===== src/rtl/fwd_pipe_reg.sv =====
// Pipeline operand register with priority forwarding from NSRC younger stages.
// Re-checks forwarding sources against the held register while stalled.
module fwd_pipe_reg #(
    parameter int unsigned WIDTH = 32,
    parameter int unsigned NSRC  = 3,
    parameter int unsigned REGW  = 5
) (
    input  logic                    clk,
    input  logic                    reset,
    input  logic                    en,
    input  logic                    flush,
    input  logic [WIDTH-1:0]        in_data,
    input  logic [REGW-1:0]         in_reg,
    input  logic                    in_valid,
    input  logic [NSRC-1:0]         src_we,
    input  logic [NSRC*REGW-1:0]    src_addr,
    input  logic [NSRC*WIDTH-1:0]   src_data,
    output logic [WIDTH-1:0]        out_data,
    output logic [REGW-1:0]         out_reg,
    output logic                    out_valid,
    output logic                    out_hit,
    output logic [7:0]              stall_cnt
);

    localparam int unsigned CNTW    = 8;
    localparam logic [CNTW-1:0] CNT_MAX = {CNTW{1'b1}};

    logic [REGW-1:0]  lookup_reg_c;
    logic             hit_c;
    logic [WIDTH-1:0] fwd_data_c;

    // Lowest-index matching source wins; register 0 is never forwarded.
    always_comb begin
        lookup_reg_c = en ? in_reg : out_reg;
        hit_c        = 1'b0;
        fwd_data_c   = '0;
        for (int i = 0; i < int'(NSRC); i++) begin
            if (!hit_c && src_we[i] &&
                src_addr[i*int'(REGW) +: REGW] == lookup_reg_c &&
                lookup_reg_c != '0) begin
                hit_c      = 1'b1;
                fwd_data_c = src_data[i*int'(WIDTH) +: WIDTH];
            end
        end
    end

    always_ff @(posedge clk) begin
        if (!reset || flush) begin
            out_data  <= '0;
            out_reg   <= '0;
            out_valid <= 1'b0;
            out_hit   <= 1'b0;
            stall_cnt <= '0;
        end else if (en) begin
            out_data  <= hit_c ? fwd_data_c : in_data;
            out_reg   <= in_reg;
            out_valid <= in_valid;
            out_hit   <= hit_c;
            stall_cnt <= '0;
        end else begin
            // Late-arriving producer updates the held operand in place.
            if (hit_c) begin
                out_data <= fwd_data_c;
                out_hit  <= 1'b1;
            end
            if (stall_cnt != CNT_MAX) begin
                stall_cnt <= stall_cnt + CNTW'(1);
            end
        end
    end

endmodule


===== config.mk =====
export PLATFORM = sky130hd
export DESIGN_NAME = fwd_pipe_reg
export DESIGN_NICKNAME = d
export VERILOG_FILES = /design/src/rtl/fwd_pipe_reg.sv
export SDC_FILE = /design/constraint.sdc
export NUM_CORES = 1
export LEC_CHECK = 0
export BUFFER_PORTS_ARGS = -buffer_cell sky130_fd_sc_hd__buf_2
export CAP_MARGIN = 10
export CORE_MARGIN = 8
export CORE_UTILIZATION = 47
export CTS_BUF_LIST = sky130_fd_sc_hd__clkbuf_4 sky130_fd_sc_hd__clkbuf_8
export CTS_CLUSTER_DIAMETER = 40
export DETAILED_ROUTE_END_ITERATION = 7
export PLACE_DENSITY = 0.89
export SKIP_CTS_REPAIR_TIMING = 1
export SLEW_MARGIN = 20
export SYNTH_ARGS = -nofsm -noshare
export SYNTH_HDL_FRONTEND = slang
export SYNTH_SLANG_ARGS = --single-unit
export TNS_END_PERCENT = 30

===== constraint.sdc =====
create_clock -name clk -period 2.9 [get_ports clk]
set_input_delay 0.29 -clock clk [delete_from_list [all_inputs] [get_ports clk]]
set_output_delay 0.29 -clock clk [all_outputs]
set_load 0.01 [all_outputs]

-- Yosys cells after proc, flatten, opt, wreduce, memory -nomap -nowiden
Cells that the tools add are included.
- add/sub/neg operators: 1
- multiply operators: 0
- div/mod/pow operators: 0
- $lt $le $gt $ge: 0
- eq/ne operators: 4
- shifts and indexed selects: 0
- multiplexer cells: 12
- bitwise operators: 0
- reductions and logical operators: 15
- operators with widths (operator ; number):
    $mux W32 ; 6
    $eq A5 B5 Y1 ; 3
    $add A8 B1 Y8 const B ; 1
    $logic_and A1 B1 Y1 ; 8
    $ne A8 B8 Y1 const B ; 1
    $mux W1 ; 5
    $mux W5 ; 1
    $reduce_bool A5 Y1 ; 1
    $logic_not A1 Y1 ; 3
    $reduce_bool A2 Y1 ; 1
    $reduce_or A2 Y1 ; 1
    $logic_or A1 B1 Y1 ; 1
- register bits after elaboration: 47
- bits in latches: 0
- RAM bits: 0
- memory bits (read-only): 0
- output and inout port bits: 47
- logic and storage cells: 37
- memories kept: 0

-- Depth between registers and ports, before layout
Gate-level depths: netlist of run 1.
- depth after elaboration: 17
- depth in mapped cells: 9

-- Worst setup path before layout of run 1
Ideal clock, no wire load.
- path kind: register to register
- start: register out_reg[3]
- end: register out_data[2]
- arrival: 1.921 ns
- required time: 2.771 ns
- path slack: 0.850 ns
- stages on the path, launching flop included: 8
- period minus slack after synthesis: 2.050 ns
- cell sequence: dfxtp_1 or4_1 and2_4 o2111a_1 and2_1 buf_2 o41ai_1 a31oi_1
- cells in the longest elaborated chain, start to end: 17
- RTL lines (item ; line ; source):
    from (decl) ; 19 ; output logic [REGW-1:0] out_reg,
    from (signal assigned) ; 56 ; out_reg <= in_reg;
    $mux W5 * ; -- ;
    $eq A5 B5 Y1 ; 39 ; src_addr[i*int'(REGW) +: REGW] == lookup_reg_c &&
    $logic_and A1 B1 Y1 ; 38 ; if (!hit_c && src_we[i] &&
    $logic_and A1 B1 Y1 ; 39 ;
    $mux W1 ; 38 ;
    $logic_not A1 Y1 ; 38 ;
    $logic_and A1 B1 Y1 (2 in series) ; 38 ;
    $logic_and A1 B1 Y1 ; 39 ;
    $mux W1 ; 38 ;
    $logic_not A1 Y1 ; 38 ;
    $logic_and A1 B1 Y1 (2 in series) ; 38 ;
    $logic_and A1 B1 Y1 ; 39 ;
    $mux W32 or $mux W1 (tied branches) ; 38 ;
    $mux W32, on equally long branches ; 62, 55 ;
    $mux W32 ; 54 ; end else if (en) begin
    to (signal assigned) ; 55 ; out_data <= hit_c ? fwd_data_c : in_data;
    to (signal assigned) ; 63 ; out_data <= fwd_data_c;
    to (decl) ; 18 ; output logic [WIDTH-1:0] out_data,
Every way passes the cells marked *; elsewhere a longest branch is shown, timed or not. The select of a mux whose other input is x is not followed.
A chain may end at the register's enable or synchronous reset.

-- Worst setup path after layout of run 1
- start: input en
- end: register out_data[13]
- cells in the longest elaborated chain, start to end: 17
- RTL lines (item ; line ; source):
    from (decl) ; 10 ; input logic en,
    $mux W5 ; -- ;
    $eq A5 B5 Y1 ; 39 ;
    $logic_and A1 B1 Y1 ; 38 ;
    $logic_and A1 B1 Y1 ; 39 ;
    $mux W1 ; 38 ;
    $logic_not A1 Y1 ; 38 ;
    $logic_and A1 B1 Y1 (2 in series) ; 38 ;
    $logic_and A1 B1 Y1 ; 39 ;
    $mux W1 ; 38 ;
    $logic_not A1 Y1 ; 38 ;
    $logic_and A1 B1 Y1 (2 in series) ; 38 ;
    $logic_and A1 B1 Y1 ; 39 ;
    $mux W32 or $mux W1 (tied branches) ; 38 ;
    $mux W32, on equally long branches ; 62, 55 ;
    $mux W32 ; 54 ;
Parallel ways exist; a longest one is shown, timed or not. The select of a mux whose other input is x is not followed.

==> run_results.csv, run 1 <==
group,metric,value,unit
placement,place_congestion,0.939,
sta,drv_slew,0,
min_path,hp-class,"input port to register",
power,leakagePower,1.94,nW
worst_setup_path,cp_slowest_stage_delay,550,ps
final_layout,largest_reg_flops,32,
die,dieArea,9190,µm²
final_layout,layout-drive-gt1-share,42.1,%
clock_network,cts_tree,"yes",
min_path,hp-start,"in_valid",
final_layout,nFillCells,558,
clock_network,root_buffer,"clkbuf_8",
worst_setup_path,critPathTopFamily,"buffers and inverters",
placement,place_ws,214,ps
route,wl,11.7,mm
worst_setup_path,arrival,2620,ps
clock_network,path_clk_slew,90,ps
logic_synthesis,yosys.cell_types.count,39,
final_layout,diodes,0,
sta,finalSetupViolations,0,
logic_synthesis,synth_common_cells,"a21oi_1, o21ai_0, dfxtp_1",
min_path,holdPathStages,3,
clock_network,cts_buffers,5,
sta,tightest_slew,699,ps
route,postRouteAntennaNets,0,
die,coreArea,6280,µm²
logic_synthesis,async_flop_share,0,%
worst_setup_path,timing.rr.start,"out_reg[0]",
global_route,grt_max_degree,38,
power,peakVddDrop,196,µV
route,dr.pass1.iters,5,
logic_synthesis,ys_ff_latch,47,
worst_setup_path,rr_worst_depth,7,
final_layout,regArea,941,µm²
clock_network,cts.sinks,47,
route,vias,3653,
worst_setup_path,critPathBufInv,3,
sta,setup-tns-final,0,ps
clock_network,htree_num_levels,2,
die,rows,29,
logic_synthesis,synthFlopType,"dfxtp_1",
clock_network,clk_latency,290,ps
die,pin_count,203,
route,routedWlPerCell,18.5,µm
logic_synthesis,avgSynthCellArea,8.19,µm²
sta,skew,5.63,ps
global_route,grt_pass1_vias,3720,
worst_setup_path,path_class,"input port to register",
worst_setup_path,r2r-end,"out_data[13]",
clock_network,cts_buffer_depth,2,
logic_synthesis,yosysWarnings,0,
worst_setup_path,critPathCaptureType,"register",
die,die_h,95.9,µm
route,routed_via_density,5.77,
worst_setup_path,cp_slowest_cell,"and2_1",
sta,rsz0062_at_grt,"false",
logic_synthesis,synthesis.area,3000,µm²
logic_synthesis,yosysTopAreaCellShare,31.4,%
global_route,gr-usage-all-layers,23.6,%
placement,port_buffers,202,
worst_setup_path,regToRegSetupSlack,530,ps
min_path,hold_path_end,"out_valid",
power,power.density,365,nW/µm²
worst_setup_path,cp_common_cell,"a21oi_1",
logic_synthesis,synthCells,366,
worst_setup_path,cp_max_fo,27,
sta,relSlewSlack,53.2,%
worst_setup_path,worstPathRequired,3120,ps
route,initialDrtViolationCount,232,
sta,period_needed,2400,ps
final_layout,multi_input_area,1880,µm²
job,maxCapViolCount,0,
final_layout,fin_nets,712,
die,die_w,95.9,µm
logic_synthesis,synthTopCellsByArea,"dfxtp_1, mux2i_1, a21oi_1",
worst_setup_path,worst_setup_path_start_kind,"input port",
worst_setup_path,crit_chain,"buf_2 > buf_4 > nor3_1 > a21oi_1 > o2111a_1 > and2_1 > buf_4 > a21oi_1 > a21oi_1",
sta,worst_slack,499,ps
outcome,status,"completed",
sta,max_freq,0.417,GHz
global_route,grt_pass1_wl,17.4,mm
final_layout,areaGrowthSynthToFinish,38.7,%
global_route,antenna_found_initial,0,
placement,place_hpwl,8.99,mm
sta,hold_viol,0,
logic_synthesis,synth-edff-count,0,
route,drc,0,
logic_synthesis,synth_top_area_cell,"dfxtp_1",
logic_synthesis,synth.net_count,523,
sta,timing.final.crit_share,82.8,%
logic_synthesis,ys_seq_area_share,31.4,%
global_route,gr-total-overflow,0,
die,initial_core_util,47.8,%
worst max-delay path by stage:
stage	from	end	slack, ps	cells after the start
final	en	out_data[13]	500	9
after global routing	en	out_data[13]	340	8
after CTS	en	out_data[13]	530	9
after detailed placement	en	out_data[13]	210	9
after global placement	en	out_data[2]	280	9
after floorplan	out_reg[3]	out_data[2]	850	7
routing by layer:
metal	track usage, %	routed length [µm]	vias up
met3	4.76	1100	16
met2	43.4	6060	197
met4	7.68	170	0
met1	26.4	4410	1700
met5	0	0	-
li1	-	-	1740
layout make-up:
cell class	count	share of cell area, %
Multi-Input combinational cell	281	45.1
Timing Repair Buffer	215	27.0
Sequential cell	47	22.6
Clock buffer	8	2.50
Tap cell	77	2.32
Inverter	5	0.451
cells in the final DEF (no fill, tap or decap), drive strengths merged, types with 3 or more instances in the layout:
cell type | netlist | final
a21oi | 62 | 62
a31oi | 7 | 7
and2 | 3 | 3
and3 | 5 | 5
buf | 16 | 215
clkbuf | 17 | 8
dfxtp | 47 | 47
inv | 5 | 5
mux2i | 36 | 36
nand2 | 6 | 6
nand2b | 6 | 6
nand3 | 8 | 8
nor2 | 18 | 18
nor3 | 3 | 3
o2111ai | 5 | 5
o211ai | 28 | 28
o21ai | 64 | 64
o41ai | 4 | 4
xnor2 | 7 | 7
xor2 | 10 | 10
logic make-up after synthesis:
group | share of synthesized area (%)
AND/OR/NAND/NOR | 9.56
flip-flops | 31.4
multiplexers | 13.7
buffers and inverters | 6.09
XOR/XNOR | 5.47
AO/OA/AOI/OAI | 33.4
adder cells (fa/ha/maj) | 0.417
tightest hold or removal path: cells and delay by family:
family / cells / cell delay (ps)
buffers and inverters: 1 / 80
AND/OR/NAND/NOR: 1 / 80
multiplexers: 1 / 50
power by group:
group	total [mW]	internal (mW)	switching, mW
clock network	0.454	0.228	0.226
logic	0.384	0.189	0.195
registers	0.682	0.668	0.0138
total	1.52	1.08	0.435
metrics by stage:
stage	area (µm²)	power [mW]	hold slack (ps)	instances	util, %
floorplan	3000	0.897	437	366	-
CTS	4160	1.53	228	633	66.2
detailed placement	4050	1.08	468	625	64.6
global route	4160	1.59	243	633	66.2
global placement	4050	1.07	470	625	64.6
finish	4160	1.52	235	633	66.2
(Power assumes the default switching activity.)
==> inputs of run 2 (changes only) <==
--- a/config.mk
+++ b/config.mk
@@ -8,11 +8,11 @@
 export BUFFER_PORTS_ARGS = -buffer_cell sky130_fd_sc_hd__buf_2
 export CAP_MARGIN = 10
 export CORE_MARGIN = 8
-export CORE_UTILIZATION = 47
+export CORE_UTILIZATION = 43
 export CTS_BUF_LIST = sky130_fd_sc_hd__clkbuf_4 sky130_fd_sc_hd__clkbuf_8
 export CTS_CLUSTER_DIAMETER = 40
 export DETAILED_ROUTE_END_ITERATION = 7
-export PLACE_DENSITY = 0.89
+export PLACE_DENSITY = 0.82
 export SKIP_CTS_REPAIR_TIMING = 1
 export SLEW_MARGIN = 20
 export SYNTH_ARGS = -nofsm -noshare
==> constraint.sdc (replaced) <==
create_clock -name clk -period 2.4 [get_ports clk]
set_input_delay 0.24 -clock clk [delete_from_list [all_inputs] [get_ports clk]]
set_output_delay 0.24 -clock clk [all_outputs]
set_load 0.01 [all_outputs]
==> run_results.csv, run 2 (same netlist as run 1, synthesis figures left out) <==
group,metric,value,unit
die,die_h,99.5,µm
sta,finalSetupViolations,0,
clock_network,root_buffer,"clkbuf_8",
power,power.density,425,nW/µm²
route,met3_length,1.31,mm
final_layout,final_cells,642,
die,initial_core_util,44.4,%
placement,port_buffers,202,
clock_network,cts_buffers,5,
route,routed_via_density,5.84,
final_layout,layout-drive-gt1-share,42.7,%
route,initialDrtViolationCount,182,
final_layout,final_cell_mix,"buf_2, o21ai_0, a21oi_1",
sta,max_freq,0.467,GHz
clock_network,clk_latency,290,ps
clock_network,htree_num_levels,2,
route,postRouteAntennaNets,0,
sta,relSlewSlack,73.3,%
die,pin_count,203,
worst_setup_path,cp_max_fo,12,
clock_network,cts.sinks,47,
route,dr_wl_met2,5.83,mm
final_layout,largest_reg_flops,32,
min_path,hp-start,"in_valid",
worst_setup_path,worstPathRequired,2590,ps
sta,skew,4.35,ps
final_layout,final_common_cell,"buf_2",
power,power.total,1.79,mW
final_layout,diodes,0,
route,vias,3750,
global_route,grt_max_degree,38,
worst_setup_path,worst_setup_path_start_kind,"register",
final_layout,areaGrowthSynthToFinish,40.7,%
sta,rsz0062_at_grt,"false",
sta,tightest_slew,400,ps
worst_setup_path,arrival,2330,ps
min_path,hp-class,"input port to register",
global_route,gr-total-overflow,0,
worst_setup_path,cp_common_cell,"a21oi_1",
power,peakVddDrop,194,µV
clock_network,path_clk_slew,90,ps
placement,dp.cells,634,
placement,place_hpwl,9.41,mm
final_layout,final_area,4220,µm²
sta,period_needed,2140,ps
global_route,grt_pass1_wl,19.0,mm
global_route,grt_pass1_vias,3850,
worst_setup_path,critPathCaptureType,"register",
placement,place_congestion,0.884,
route,routedWlPerCell,18.9,µm
clock_network,cts_buffer_depth,2,
global_route,antenna_found_initial,0,
final_layout,fin_nets,718,
die,die_w,99.5,µm
sta,timing.final.crit_share,89.3,%
clock_network,cts_tree,"yes",
job,maxCapViolCount,0,
route,wl,12.1,mm
worst_setup_path,cp_slowest_cell,"or4_1",
die,rows,30,
worst_setup_path,cp_slowest_stage_delay,540,ps
min_path,hold_path_end,"out_valid",
placement,placed_cell_area,4130,µm²
die,dieArea,9900,µm²
route,dr.pass1.iters,4,
worst_setup_path,rr_worst_depth,7,
sta,whs,181,ps
die,coreArea,6760,µm²
route,routed.top_layer,"met4",
min_path,holdPathStages,3,
worst_setup_path,path_class,"register to register",
sta,drv_slew,0,
worst_setup_path,r2r-end,"out_data[11]",
global_route,gr-usage-all-layers,23.2,%
worst_setup_path,crit_chain,"or4_1 > and2_4 > o2111a_1 > and2_1 > buf_4 > a21oi_1 > a21oi_1",
route,wl_met1,4.57,mm
sta,setup-tns-final,0,ps
outcome,status,"completed",
worst_setup_path,timing.rr.start,"out_reg[3]",
worst_setup_path,regToRegSetupSlack,260,ps
power,leakagePower,1.98,nW
route,drc,0,
sta,hold_viol,0,
==> run 2: changes by cell type in the layout (fill, tap and decap cells not counted), sizes merged <==
cell,before,now
buf,215,221
clkbuf,8,7
clkinv,0,1
==> run 2: worst max-delay path by stage <==
stage / start / end / slack, ps / depth (start not counted)
3_5_place_dp: en / out_data[3] / 130 / 9
2_1_floorplan: out_reg[3] / out_data[2] / 350 / 7
5_1_grt: out_reg[3] / out_data[4] / 80 / 6
4_1_cts: out_reg[3] / out_data[3] / 240 / 6
3_3_place_gp: en / out_data[22] / 190 / 9
6_report: out_reg[3] / out_data[11] / 260 / 7
==> run 2: per-stage QoR <==
stage | setup slack, ps | utilization [%]
2_1_floorplan | 350 | -
3_3_place_gp | 189 | 61.1
3_5_place_dp | 128 | 61.1
4_1_cts | 239 | 62.4
5_1_grt | 79.2 | 62.4
6_report | 257 | 62.4
==> run 2: layer usage <==
metal	GRT usage [%]	up-vias
met1	26.4	1722
met2	39.5	241
met3	7.12	39
met4	9.43	0
li1	-	1748
met5	0	-
==> run 2: layout make-up <==
| type | instances | area (µm²) |
|---|---|---|
| multi-input cells | 281 | 1880 |
| inverters | 5 | 18.8 |
| fillers | 606 | 2540 |
| repair buffers | 221 | 1190 |
| clock inverters | 1 | 5.00 |
| well taps | 80 | 100 |
| clock buffers | 7 | 83.8 |
| flip-flops and latches | 47 | 941 |
==> run 2: worst max-delay path: cells and delay by family (launching register included) <==
kind / cells / cell delay (ps)
compound gates: 3 / 490
buf+inv: 1 / 220
flops: 1 / 350
simple gates: 3 / 970
==> run 2: power by group <==
group,switching [mW],internal (mW)
clock network,0.265,0.228
logic,0.240,0.236
registers,0.0172,0.807
total,0.521,1.27
